===== config.mk =====
export PLATFORM = sky130hd
export DESIGN_NAME = wb_interconnect
export DESIGN_NICKNAME = d
export VERILOG_FILES = /design/src/rtl/wb_interconnect.sv
export SDC_FILE = /design/constraint.sdc
export NUM_CORES = 1
export LEC_CHECK = 0
export ABC_AREA = 1
export CAP_MARGIN = 5
export CORE_ASPECT_RATIO = 0.75
export CORE_MARGIN = 2
export CORE_UTILIZATION = 44
export CTS_CLUSTER_SIZE = 14
export DETAILED_ROUTE_END_ITERATION = 7
export GPL_ROUTABILITY_DRIVEN = 0
export PLACE_DENSITY_LB_ADDON = 0.2
export SLEW_MARGIN = 20
export SYNTH_ARGS = -nofsm -noshare
export SYNTH_HDL_FRONTEND = slang
export SYNTH_SLANG_ARGS = --single-unit
export TNS_END_PERCENT = 30

===== constraint.sdc =====
create_clock -name i_clk -period 7.8 [get_ports i_clk]
set_input_delay 1.56 -clock i_clk [delete_from_list [all_inputs] [get_ports i_clk]]
set_output_delay 1.56 -clock i_clk [all_outputs]
set_load 0.01 [all_outputs]

===== src/rtl/wb_interconnect.sv =====
// Wishbone single-master, NS-slave interconnect.
// Decodes a page field to one slave, allows one outstanding transaction,
// times out slaves that never ack, and logs errors by cause with a
// saturating error counter.
module wb_interconnect #(
  parameter int NS        = 3,
  parameter int AW        = 30,
  parameter int DW        = 32,
  parameter int PAGE_BITS = 8,
  parameter logic [AW-PAGE_BITS-1:0] BASE_PAGE = 22'h081,
  parameter int TIMEOUT   = 64
) (
  input  logic               i_clk,
  input  logic               i_reset,
  input  logic               i_wb_cyc,
  input  logic               i_wb_stb,
  input  logic               i_wb_we,
  input  logic [AW-1:0]      i_wb_addr,
  input  logic [DW-1:0]      i_wb_data,
  input  logic [DW/8-1:0]    i_wb_sel,
  output logic               o_wb_stall,
  output logic               o_wb_ack,
  output logic               o_wb_err,
  output logic [DW-1:0]      o_wb_data,
  output logic [NS-1:0]      o_s_stb,
  output logic               o_s_we,
  output logic [AW-1:0]      o_s_addr,
  output logic [DW-1:0]      o_s_data,
  output logic [DW/8-1:0]    o_s_sel,
  input  logic [NS-1:0]      i_s_stall,
  input  logic [NS-1:0]      i_s_ack,
  input  logic [NS*DW-1:0]   i_s_data,
  input  logic               i_err_clr,
  output logic [AW-1:0]      o_err_addr,
  output logic [1:0]         o_err_cause,
  output logic [15:0]        o_err_count
);

  localparam int PW = AW - PAGE_BITS;
  localparam int IW = (NS > 1) ? $clog2(NS) : 1;
  localparam int TW = $clog2(TIMEOUT);

  localparam logic [1:0] CAUSE_UNMAPPED = 2'b01;
  localparam logic [1:0] CAUSE_TIMEOUT  = 2'b10;

  typedef enum logic [1:0] {IDLE, BUSY, RESP} state_t;

  state_t          state, state_nx;
  logic [PW-1:0]   page;
  logic [NS-1:0]   hit;
  logic [IW-1:0]   hit_idx;
  logic            none_sel;
  logic [DW-1:0]   s_rdata [NS];

  logic [IW-1:0]   idx_q;
  logic [AW-1:0]   addr_q;
  logic [TW-1:0]   tcnt_q;
  logic            resp_ack_q;
  logic            resp_err_q;

  logic            idle_stall;
  logic            accept;
  logic            go_ack;
  logic            go_err;
  logic [1:0]      cause_nx;
  logic [AW-1:0]   req_addr;

  // The shared slave bus is a straight copy of the master request.
  assign o_s_we   = i_wb_we;
  assign o_s_addr = i_wb_addr;
  assign o_s_data = i_wb_data;
  assign o_s_sel  = i_wb_sel;

  assign page     = i_wb_addr[AW-1:PAGE_BITS];
  assign none_sel = ~|hit;
  // Unmapped errors log the address being accepted this cycle; timeouts log the latched one.
  assign req_addr = accept ? i_wb_addr : addr_q;

  // State register.
  // NOTE: sequential state uses non-blocking assignments so every flop samples pre-edge values.
  always_ff @(posedge i_clk or posedge i_reset) begin
    if (i_reset) state <= IDLE;
    else         state <= state_nx;
  end

  // Page decode to a one-hot hit vector and its index; unpack slave read data.
  always_comb begin
    hit     = '0;
    hit_idx = '0;
    for (int k = 0; k < NS; k++) begin
      s_rdata[k] = i_s_data[k*DW +: DW];
      if (page == BASE_PAGE + PW'(k)) begin
        hit[k]  = 1'b1;
        hit_idx = IW'(k);
      end
    end
  end

  // Next-state and master/slave handshake outputs.
  always_comb begin
    // NOTE: every output gets a default first so no path through the case infers a latch.
    state_nx   = state;
    o_s_stb    = '0;
    o_wb_stall = 1'b1;
    o_wb_ack   = 1'b0;
    o_wb_err   = 1'b0;
    idle_stall = |(hit & i_s_stall);
    accept     = 1'b0;
    go_ack     = 1'b0;
    go_err     = 1'b0;
    cause_nx   = 2'b00;
    case (state)
      IDLE: begin
        o_s_stb    = (i_wb_cyc && i_wb_stb) ? hit : '0;
        o_wb_stall = idle_stall;
        if (i_wb_cyc && i_wb_stb && !idle_stall) begin
          accept = 1'b1;
          if (none_sel) begin
            state_nx = RESP;
            go_err   = 1'b1;
            cause_nx = CAUSE_UNMAPPED;
          end else begin
            state_nx = BUSY;
          end
        end
      end
      BUSY: begin
        // A dropped cycle aborts silently; an ack in the last cycle beats the timeout.
        if (!i_wb_cyc) begin
          state_nx = IDLE;
        end else if (i_s_ack[idx_q]) begin
          state_nx = RESP;
          go_ack   = 1'b1;
        end else if (tcnt_q == TW'(TIMEOUT - 1)) begin
          state_nx = RESP;
          go_err   = 1'b1;
          cause_nx = CAUSE_TIMEOUT;
        end
      end
      RESP: begin
        o_wb_ack = resp_ack_q & i_wb_cyc;
        o_wb_err = resp_err_q & i_wb_cyc;
        state_nx = IDLE;
      end
      default: state_nx = IDLE;
    endcase
  end

  // Request latch, timeout counter, response flags and read data capture.
  always_ff @(posedge i_clk or posedge i_reset) begin
    if (i_reset) begin
      idx_q      <= '0;
      addr_q     <= '0;
      tcnt_q     <= '0;
      resp_ack_q <= 1'b0;
      resp_err_q <= 1'b0;
      o_wb_data  <= '0;
    end else begin
      if (accept) begin
        idx_q  <= hit_idx;
        addr_q <= i_wb_addr;
      end
      if (accept)             tcnt_q <= '0;
      else if (state == BUSY) tcnt_q <= tcnt_q + TW'(1);
      resp_ack_q <= go_ack;
      resp_err_q <= go_err;
      if (go_ack) o_wb_data <= s_rdata[idx_q];
    end
  end

  // Error capture and saturating error counter; a clear coinciding with an error leaves 1.
  always_ff @(posedge i_clk or posedge i_reset) begin
    if (i_reset) begin
      o_err_addr  <= '0;
      o_err_cause <= 2'b00;
      o_err_count <= 16'd0;
    end else begin
      if (go_err) begin
        o_err_addr  <= req_addr;
        o_err_cause <= cause_nx;
      end
      if (i_err_clr)
        o_err_count <= go_err ? 16'd1 : 16'd0;
      else if (go_err && o_err_count != 16'hFFFF)
        o_err_count <= o_err_count + 16'd1;
    end
  end

endmodule


Yosys cells after proc, flatten, opt, wreduce, memory -nomap -nowiden
Cells that the tools add are included.
{"block": "op_classes", "addsub": 2, "magnitude_cmp": 2, "eq_ne": 9, "mux": 44, "n_bitwise": 4, "n_reduce_logical": 10}
{"operator": "equality test 22 x 8 -> 1 bit, second input constant", "n": 3}
{"operator": "binary-select mux 32 bit (select 2 bit)", "n": 1}
{"operator": "2-to-1 mux 32 bit", "n": 2}
{"operator": "2-to-1 mux 16 bit", "n": 2}
{"operator": "2-to-1 mux 30 bit", "n": 1}
{"operator": "2-to-1 mux 1 bit", "n": 21}
{"operator": "2-to-1 mux 2 bit", "n": 9}
{"operator": "adder 16 x 1 -> 16 bit, second input constant", "n": 1}
{"operator": "inequality test 16 bit, second input constant", "n": 1}
{"operator": "2-to-1 mux 6 bit", "n": 2}
{"operator": "one-hot mux 2 bit (2 select lines)", "n": 2}
{"operator": "adder 6 x 1 -> 6 bit, second input constant", "n": 1}
{"operator": "equality test 6 bit, second input constant", "n": 1}
{"operator": "2-to-1 mux 3 bit", "n": 2}
{"operator": "OR reduction 3 bit", "n": 2}
{"operator": "inequality test 4 bit, second input constant", "n": 1}
{"operator": "nonzero test 2 bit", "n": 2}
{"operator": "bitwise AND 3 bit", "n": 1}
{"operator": ">= comparator 3 bit, second input constant", "n": 1}
{"operator": "logical AND 1 bit", "n": 3}
{"operator": "< comparator 2 x 3 -> 1 bit, second input constant", "n": 1}
{"operator": "inverter 2 -> 3 bit", "n": 1}
{"operator": "bitwise AND 1 bit", "n": 2}
{"operator": "binary-select mux 1 bit (select 2 bit)", "n": 1}
{"operator": "other kinds (7)", "n": 7}
{"block": "word_totals", "regBits": 122, "inputBits": 174, "out_inout_bits": 153, "elab_cells": 81}

Longest topological paths before layout
Gate-level depths: netlist of run 1.
{"block": "logic_depth", "ltp_word": 11, "ltp_mapped": 14, "ltp_nobuf": 13}

Worst setup path after synthesis of run 1
OpenSTA, ideal clock, no wires.
{"block": "synth_path", "path_kind": "input to output", "from": "input port i_wb_addr[23]", "to": "output port o_wb_stall", "t_arrival_ns": 2.306, "required_ns": 6.240, "setup_slack_ns": 3.934, "stages": 7, "path_buffers": 0, "cell_sequence": "nor2_1 nand2_1 nor2_4 nand3_2 nor2_2 nor2_2 nand2_1"}
{"block": "synth_via", "elab_chain_cells": 5, "elab_cells_between_ends": 9, "classes_between": "eq/ne (3); mux (4); bitwise (1); reduce/logical (1)"}
{"item": "from (decl)", "line_no": "18", "rtl": "input logic [AW-1:0] i_wb_addr,"}
{"item": "equality test 22 x 8 -> 1 bit", "line_no": "92", "rtl": "if (page == BASE_PAGE + PW'(k)) begin"}
{"item": "2-to-1 mux 1 bit", "line_no": "92"}
{"item": "bitwise AND 3 bit (*)", "line_no": "107", "rtl": "idle_stall = |(hit & i_s_stall);"}
{"item": "OR reduction 3 bit (*)", "line_no": "107"}
{"item": "2-to-1 mux 1 bit (*)", "line_no": "112", "rtl": "case (state)"}
{"item": "to (decl)", "line_no": "21", "rtl": "output logic o_wb_stall,"}
Mark *: on every way between the ends. The rest lies on a longest branch, timed or not.

Worst setup path in the final report of run 1
{"block": "layout_path", "from": "input port i_wb_addr[27]", "to": "output port o_wb_stall"}
Same word-level chain as after synthesis.

==> results of run 1 <==
==> per-stage QoR <==
step                      setup WS [ns]  instances  cell area, um^2  power, uW
after floorplan                   2.997        844             6629       1159
after global placement            2.796       1187             8706       1423
after detailed placement          2.776       1187             8706       1435
after CTS                         2.764       1218             9273       2200
after global routing              2.657       1218             9273       2299
final                             2.762       1218             9273       2180
==> logic make-up (layout without fill, tap and decap cells) <==
| group | after synthesis | count (layout) | share of synthesized area, % |
|---|---|---|---|
| DFF | 122 | 122 | 46.06 |
| buffers and inverters | 138 | 312 | 12.51 |
| adders and majority gates | 2 | 2 | 0.3774 |
| xor gates and xnor gates | 15 | 15 | 1.982 |
| AOI/OAI and AO/OA | 76 | 76 | 6.380 |
| and+or+nand+nor | 491 | 491 | 32.69 |
==> worst max path at each step <==
stage	endpoint	slack (ns)	cells past startpoint
6_report	o_wb_stall	2.76	9
5_1_grt	o_wb_stall	2.66	9
4_1_cts	o_wb_stall	2.76	9
3_5_place_dp	o_wb_stall	2.78	9
3_3_place_gp	o_wb_stall	2.80	9
2_1_floorplan	addr_q[0]	3.00	1
==> final cells by class <==
class	instances	area, um^2
timing repair buffer	256	2552
sequential	122	3054
fill	1299	5324
tap	200	250.2
multi-input combinational	584	2753
inverter	25	96.34
clock buffer	17	425.4
clock inverter	14	141.4
==> report_power, final <==
group	switching [uW]	internal (uW)	leakage (uW)	total [uW]
clock	313	445	0.000265	757
combinational	285	291	0.00233	576
sequential	66.3	780	0.00160	846
total	664	1520	0.00419	2180
==> sequential cells by signal, summed over array words and instances, names as in the netlist <==
| register | count |
|---|---|
| resp_ack_q | 1 |
| o_wb_data | 32 |
| o_err_addr | 30 |
| o_err_cause | 2 |
| tcnt_q | 6 |
| resp_err_q | 1 |
| addr_q | 30 |
| state | 2 |
| o_err_count | 16 |
| idx_q | 2 |
==> layer usage <==
layer,wire length [um],part of all wire [%],up-vias,global-route usage (%)
li1,-,-,3002,-
met5,0,0,-,0
met2,8722,46,192,37.57
met4,246,1.3,0,5.952
met3,1174,6.1,22,6.420
met1,8994,47,2818,33.69
==> synth_stat cells, types with 2 or more instances <==
master    instances
buf_2            15
nand2_4           3
dfrtp_1         122
a21oi_1           2
nor2_4            4
nand4_1           8
nor3_1           10
nand2_2          13
nand3_1          93
nand3_2           3
nand2_1         200
buf_6             3
ha_1              2
nor2_2            4
xnor2_1           4
inv_2             3
o21ai_0          41
a31oi_1          32
inv_1            22
buf_1             3
xor2_1           11
nor2_1          145
clkbuf_1         22
buf_4            69
==> worst max-delay path: cells and delay by family <==
kind | cells | cell delay, ns
buf+inv | 2 | 0.98
simple gates | 7 | 0.93
==> metrics.cfg, run 1 <==
[pwr]
irDropWorstVdd_mv=0.1582
p_leak_uw=0.004190
power_density_mw_per_mm2=235.1

[clock_tree]
cts.sinks=122
cts_resized=0
path_clk_slew_ns=0.07
root_buffer=clkbuf_16
cts_buffers=17
cts_buffer_depth=2
htree_levels=4
postCtsSetupRepairBufs=0
clkLatencyLatePin_ns=0.41
cts_tree=built
cts_hold_buf=0

[cells_and_area]
final_common_cell=clkdlybuf4s50_1
syn_to_final_growth_pct=39.88
diodes=0
drive_above_1_share_pct=7.073
most-common-layout-cells=252 x clkdlybuf4s50_1, 200 x nand2_1, 145 x nor2_1
utilization_pct=63.53
final_nets=1182

[logic_synthesis]
synth_top_cell_by_area=dfrtp_1
ys_seq_elements=122
yosysWarnings=0
ys.flop_type=dfrtp_1
synth_cells=844
synth_area_mm2=0.006629
synthTopCellsByArea=dfrtp_1 46%, nand2_1 11%, nor2_1 8.2%
syn_nets=1020
ys_types=34
synth_top_area_share_pct=46.06
synth-edff-count=0
yosysSeqAreaShare_pct=46.06
syn_area_per_cell_um2=7.854
synthArstFlopShare_pct=100.0

[route]
ant_nets=0
drc=0
first_pass_iters=4
routed_wirelength_um=19140
wire_per_inst_um=15.71
vias_per_cell=4.954
drtIter0Drc=369
routed-via-count=6034

[sta]
max_freq_ghz=0.1985
rsz0062_at_grt=no
fin_crit_ns=5.038
maxSlewHeadroom_pct=32.70
hold_violations=0
hold_ws_ns=0.4748
fin_skew_ns=0.009989
fin_crit_sh_pct=64.60
setup_viol=0
worst_pin_slew_ns=1.008
final_max_slew_viol_count=0
finalSetupTns_ns=0

[die]
floorplan.io_pins=327
coreArea_mm2=0.01460
initial_core_util_pct=45.41
die_width_um=145.7
die-area_mm2=0.01607
die_h_um=110.3
num_rows=38

[worst_setup_path]
cp.arrival_ns=3.48
reg2reg_setup_slack_ns=3.90
path_cells=clkdlybuf4s50_1 -> nor2_1 -> nand2_1 -> nor2_4 -> nand3_2 -> nor2_2 -> nor2_2 -> nand2_1 -> clkdlybuf4s50_1
critPathSlowestCell=clkdlybuf4s50_1
crit_required_ns=6.24
endpoint_kind=primary output
crit_fanout=6
rr_endpoint=o_err_count[7]
worstRegToRegCells=11
cp-start-kind=input pin
rr_startpoint=idx_q[0]
cp_slowest_stage_delay_ns=0.54
startpoint=i_wb_addr[27]
path_class=in2out

[global_routing]
grt_util_all_layers_pct=24.07
grt_overflow=0
grt_start_max_net_pins=68
grt_pass1_wl_um=30760
antenna_found_initial=0
grt_pass1_vias=5899

[run_status]
outcome=finished clean

[worst_hold_path]
whs_endpoint=addr_q[13]
hp-start=addr_q[13]
hold_depth=2
holdCritPathClass=reg2reg

[job]
cap_violations=0

[place]
io_buffers=252
hpwl_um=13220

Power figures use the tool's default switching activity.
==> run 2: changes to the inputs <==
- CORE_UTILIZATION: 44 -> 41
- clock period: 7.8 -> 4.79 ns (I/O delays scaled with it)
==> metrics.cfg, run 2 (synthesis results as in run 1) <==
[run_status]
outcome=finished clean

[pwr]
p_leak_uw=0.004244  ; +1.3%
finalPower_uw=3607  ; +66%
power_density_mw_per_mm2=385.4  ; +64%
irDropWorstVdd_mv=0.2412  ; +52%

[die]
die-area_mm2=0.01721  ; +7.1%
die_width_um=150.8  ; +3.5%
floorplan.io_pins=327  ; unchanged
num_rows=40  ; +5.3%
initial_core_util_pct=41.65  ; -3.8 points
die_h_um=114.1  ; +3.5%
coreArea_mm2=0.01592  ; +9.0%

[route]
drtIter0Drc=354  ; -4.1%
drc=0  ; unchanged
wire_per_inst_um=15.50  ; -1.3%
ant_nets=0  ; unchanged
routed-via-count=6067  ; +0.55%
first_pass_iters=5  ; +1
vias_per_cell=4.917  ; -0.76%
routed_wirelength_um=19130  ; about the same

[sta]
worst_pin_slew_ns=0.7194  ; -0.2885 ns
finalSetupTns_ns=0  ; unchanged
maxSlewHeadroom_pct=51.98  ; +19 points
fin_crit_ns=3.767
setup_viol=0  ; unchanged
fin_skew_ns=0.01334  ; +0.003347 ns
fin_crit_sh_pct=78.64
final.setup.worst_slack_ns=1.023  ; -1.738 ns
final_max_slew_viol_count=0  ; unchanged
rsz0062_at_grt=no
hold_violations=0  ; unchanged
max_freq_ghz=0.2655

[global_routing]
grt_pass1_vias=5710  ; -3.2%
grt_start_max_net_pins=71  ; +4.4%
antenna_found_initial=0  ; unchanged
grt_util_all_layers_pct=22.57  ; -1.5 points
grt_overflow=0  ; unchanged
grt_pass1_wl_um=30260  ; -1.6%

[clock_tree]
cts_buffers=17  ; unchanged
cts_buffer_depth=2  ; unchanged
cts_hold_buf=0  ; unchanged
clkLatencyLatePin_ns=0.42  ; about the same
cts_tree=built
path_clk_slew_ns=0.06  ; about the same
root_buffer=clkbuf_16
htree_levels=4  ; unchanged
cts.sinks=122  ; unchanged
cts_resized=0  ; unchanged
postCtsSetupRepairBufs=0  ; unchanged

[worst_setup_path]
cp.arrival_ns=2.81  ; -0.67 ns
cp-start-kind=input pin
path_class=in2out
critPathSlowestCell=clkdlybuf4s50_1
cp_slowest_stage_delay_ns=0.53  ; about the same
crit_fanout=6  ; unchanged
path_cells=clkdlybuf4s50_1 -> nor2_1 -> nand2_1 -> nor2_4 -> nand3_2 -> nor2_2 -> nor2_2 -> nand2_1 -> clkdlybuf4s50_1
endpoint_kind=primary output
crit_required_ns=3.83  ; -2.41 ns

[cells_and_area]
final_nets=1187  ; +0.42%
final_common_cell=clkdlybuf4s50_1
largestRegisters=o_wb_data x32, addr_q x30, o_err_addr x30
diodes=0  ; unchanged
drive_above_1_share_pct=7.617  ; +0.54 points
syn_to_final_growth_pct=41.19
largest_register_ffs=32  ; unchanged
fillers=1436  ; +11%
final_cells=1234  ; +1.3%
most-common-layout-cells=252 x clkdlybuf4s50_1, 200 x nand2_1, 145 x nor2_1
utilization_pct=58.80  ; -4.7 points
largest_register=o_wb_data

[worst_hold_path]
holdCritPathClass=reg2reg

[place]
io_buffers=252  ; unchanged
place_inst=1202  ; +1.3%
hpwl_um=13200  ; -0.18%
post-place-ws_ns=1.002  ; -1.775 ns

[job]
cap_violations=0  ; unchanged

-- run 2: routing by layer --
layer  vias up  track usage, %  share of wire (%)
met5         -               0                  0
met3        16           6.614                7.8
met4         0           5.732               0.72
li1       3020               -                  -
met1      2817           32.96                 47
met2       214           32.97                 44
-- run 2: final cells by class --
| class | instances | area, um^2 | share of cell area, % |
|---|---|---|---|
| tap | 210 | 262.8 | 2.807 |
| timing repair buffer | 261 | 2603 | 27.81 |
| multi-input combinational | 584 | 2753 | 29.41 |
| clock inverter | 14 | 151.4 | 1.618 |
| sequential | 122 | 3054 | 32.63 |
| inverter | 25 | 96.34 | 1.029 |
| clock buffer | 18 | 439.2 | 4.693 |
-- run 2: worst paths after layout --
check / startpoint / end / slack, ns / cells after the start
max in group asynchronous: i_reset / idx_q[1] / 2.93 / 3
hold / removal: addr_q[17] / addr_q[17] / 0.47 / 2
min in group asynchronous: i_reset / o_wb_data[15] / 1.02 / 2
setup / recovery: i_wb_addr[26] / o_wb_stall / 1.02 / 9
hold reg to reg: addr_q[17] / addr_q[17] / 0.47 / 2
setup reg to reg: idx_q[0] / o_wb_data[16] / 2.50 / 8
-- run 2: worst max-delay path, delay by kind of cell --
family / cells / cell delay (ns)
buf+inv: 2 / 1.01
simple gates: 7 / 0.83
-- run 2: where the power goes --
group          internal (uW)  leakage (uW)  switching, uW
sequential              1270       0.00160            114
combinational            480       0.00236            463
clock                    752      0.000293            529
total                   2500       0.00424           1110
-- run 2: through the flow --
stage	hold slack, ns	cell area [um^2]
finish	0.4724	9359
global route	0.4962	9359
CTS	0.4799	9359
detailed placement	0.4623	8768
global placement	0.4583	8768
floorplan	0.4445	6629
==> run 3: changes to the inputs <==
- clock period: 4.79 -> 3.6 ns (I/O delays scaled with it)
==> metrics.cfg, run 3 (synthesis results as in run 1) <==
[run_status]
outcome=finished clean

[sta]
worst_pin_slew_ns=0.7188  ; -0.0006706 ns
hold_violations=0  ; unchanged
finalSetupTns_ns=0  ; unchanged
fin_crit_ns=3.337
max_freq_ghz=0.2996
rsz0062_at_grt=no
final_max_slew_viol_count=0  ; unchanged
maxSlewHeadroom_pct=52.03  ; about the same
fin_skew_ns=0.01332  ; -0.00001180 ns
fin_crit_sh_pct=92.70
final.setup.worst_slack_ns=0.2626  ; -0.7605 ns
setup_viol=0  ; unchanged

[clock_tree]
cts_buffer_depth=2  ; unchanged
cts_resized=0  ; unchanged
clkLatencyLatePin_ns=0.42  ; about the same
postCtsSetupRepairBufs=0  ; unchanged
htree_levels=4  ; unchanged
cts.sinks=122  ; unchanged
root_buffer=clkbuf_16
cts_hold_buf=0  ; unchanged
cts_buffers=17  ; unchanged
cts_tree=built
path_clk_slew_ns=0.06  ; about the same

[place]
place_inst=1206  ; +0.33%
hpwl_um=13500  ; +2.3%
io_buffers=252  ; unchanged
post-place-ws_ns=0.2618  ; -0.7398 ns

[cells_and_area]
largest_register=o_wb_data
syn_to_final_growth_pct=42.81
drive_above_1_share_pct=7.977  ; +0.36 points
final_cells=1238  ; +0.32%
final_nets=1192  ; +0.42%
utilization_pct=59.48  ; +0.68 points
diodes=0  ; unchanged
most-common-layout-cells=252 x clkdlybuf4s50_1, 200 x nand2_1, 145 x nor2_1
largest_register_ffs=32  ; unchanged
final_common_cell=clkdlybuf4s50_1
largestRegisters=o_wb_data x32, addr_q x30, o_err_addr x30

[worst_setup_path]
reg2reg_setup_slack_ns=1.14  ; -1.36 ns
rr_startpoint=idx_q[0]
startpoint=i_wb_addr[27]
crit_fanout=6  ; unchanged
path_class=in2out
path_cells=clkdlybuf4s50_1 -> nor2_1 -> nand2_1 -> nor2_4 -> nand3_2 -> nor2_2 -> nor2_2 -> nand2_1 -> clkdlybuf4s50_1
cp-start-kind=input pin
endpoint_kind=primary output
crit_required_ns=2.88  ; -0.95 ns
worstPathBufferInverterCount=2  ; unchanged
crit_family=buffers and inverters
critPathSlowestCell=clkdlybuf4s50_1
cp_slowest_stage_delay_ns=0.54  ; about the same
cp.arrival_ns=2.62  ; -0.19 ns

[job]
cap_violations=0  ; unchanged

[pwr]
power_density_mw_per_mm2=519.8  ; +35%
finalPower_uw=4920  ; +36%
p_leak_uw=0.004279  ; +0.81%
irDropWorstVdd_mv=0.3445  ; +43%

[die]
die_h_um=114.1  ; unchanged
coreArea_mm2=0.01592  ; unchanged
num_rows=40  ; unchanged
initial_core_util_pct=41.65  ; unchanged
die_width_um=150.8  ; unchanged
floorplan.io_pins=327  ; unchanged
die-area_mm2=0.01721  ; unchanged

[route]
drtIter0Drc=305  ; -14%
drc=0  ; unchanged
ant_nets=0  ; unchanged
wire_per_inst_um=15.49  ; -0.11%
first_pass_iters=5  ; unchanged
vias_per_cell=4.903  ; -0.27%
routed_wirelength_um=19170  ; +0.21%
routed-via-count=6070  ; +0.049%

[global_routing]
grt_pass1_wl_um=30140  ; -0.41%
grt_overflow=0  ; unchanged
grt_start_max_net_pins=66  ; -7.0%
grt_pass1_vias=5716  ; +0.11%
antenna_found_initial=0  ; unchanged
grt_util_all_layers_pct=22.47  ; -0.10 points

[worst_hold_path]
hp-start=addr_q[12]
holdCritPathClass=reg2reg

[run 3: cell count changes in the layout (fill, tap and decap cells not counted)]
cell,change
clkinv_4,+2
inv_6,-6
clkinvlp_4,+4
buf_12,+2
inv_4,-1
inv_8,-3
buf_4,+3
bufinv_16,+3
[run 3: stage by stage]
| stage | hold WS (ns) | instance area, um^2 |
|---|---|---|
| after floorplan | 0.4445 | 6633 |
| after global placement | 0.4587 | 8812 |
| after detailed placement | 0.4625 | 8812 |
| after CTS | 0.4770 | 9447 |
| after global routing | 0.4922 | 9467 |
| final | 0.4739 | 9467 |
[run 3: final cells by class]
class,instances,area (um^2)
fill,1459,6449
timing repair buffer,266,2665
inverter,25,97.59
tap,210,262.8
multi-input combinational,584,2753
clock inverter,13,195.2
sequential,122,3054
clock buffer,18,439.2
[run 3: path summary, 6_finish.rpt]
kind	cells past startpoint	end
hold / removal	2	addr_q[12]
setup / recovery	9	o_wb_stall
min in group asynchronous	2	o_err_count[9]
setup reg to reg	8	o_wb_data[2]
max in group asynchronous	4	idx_q[1]
hold reg to reg	2	addr_q[12]
[run 3: routing by layer]
layer	track usage [%]	up-vias	part of all wire, %
li1	-	3034	-
met1	31.53	2826	46
met2	33.33	182	45
met3	7.888	28	8.3
met4	5.670	0	0.98
met5	0	-	0
[run 3: tightest hold or removal path: cells and delay by family, from the launching register on]
family | cells | cell delay (ns)
flip-flops | 1 | 0.32
AND/OR/NAND/NOR | 2 | 0.12
[run 3: report_power, final]
| part | switching [uW] | internal (uW) | leakage (uW) |
|---|---|---|---|
| clock network | 643 | 1180 | 0.000299 |
| registers | 142 | 1690 | 0.00160 |
| logic | 619 | 648 | 0.00238 |
| total | 1400 | 3520 | 0.00428 |
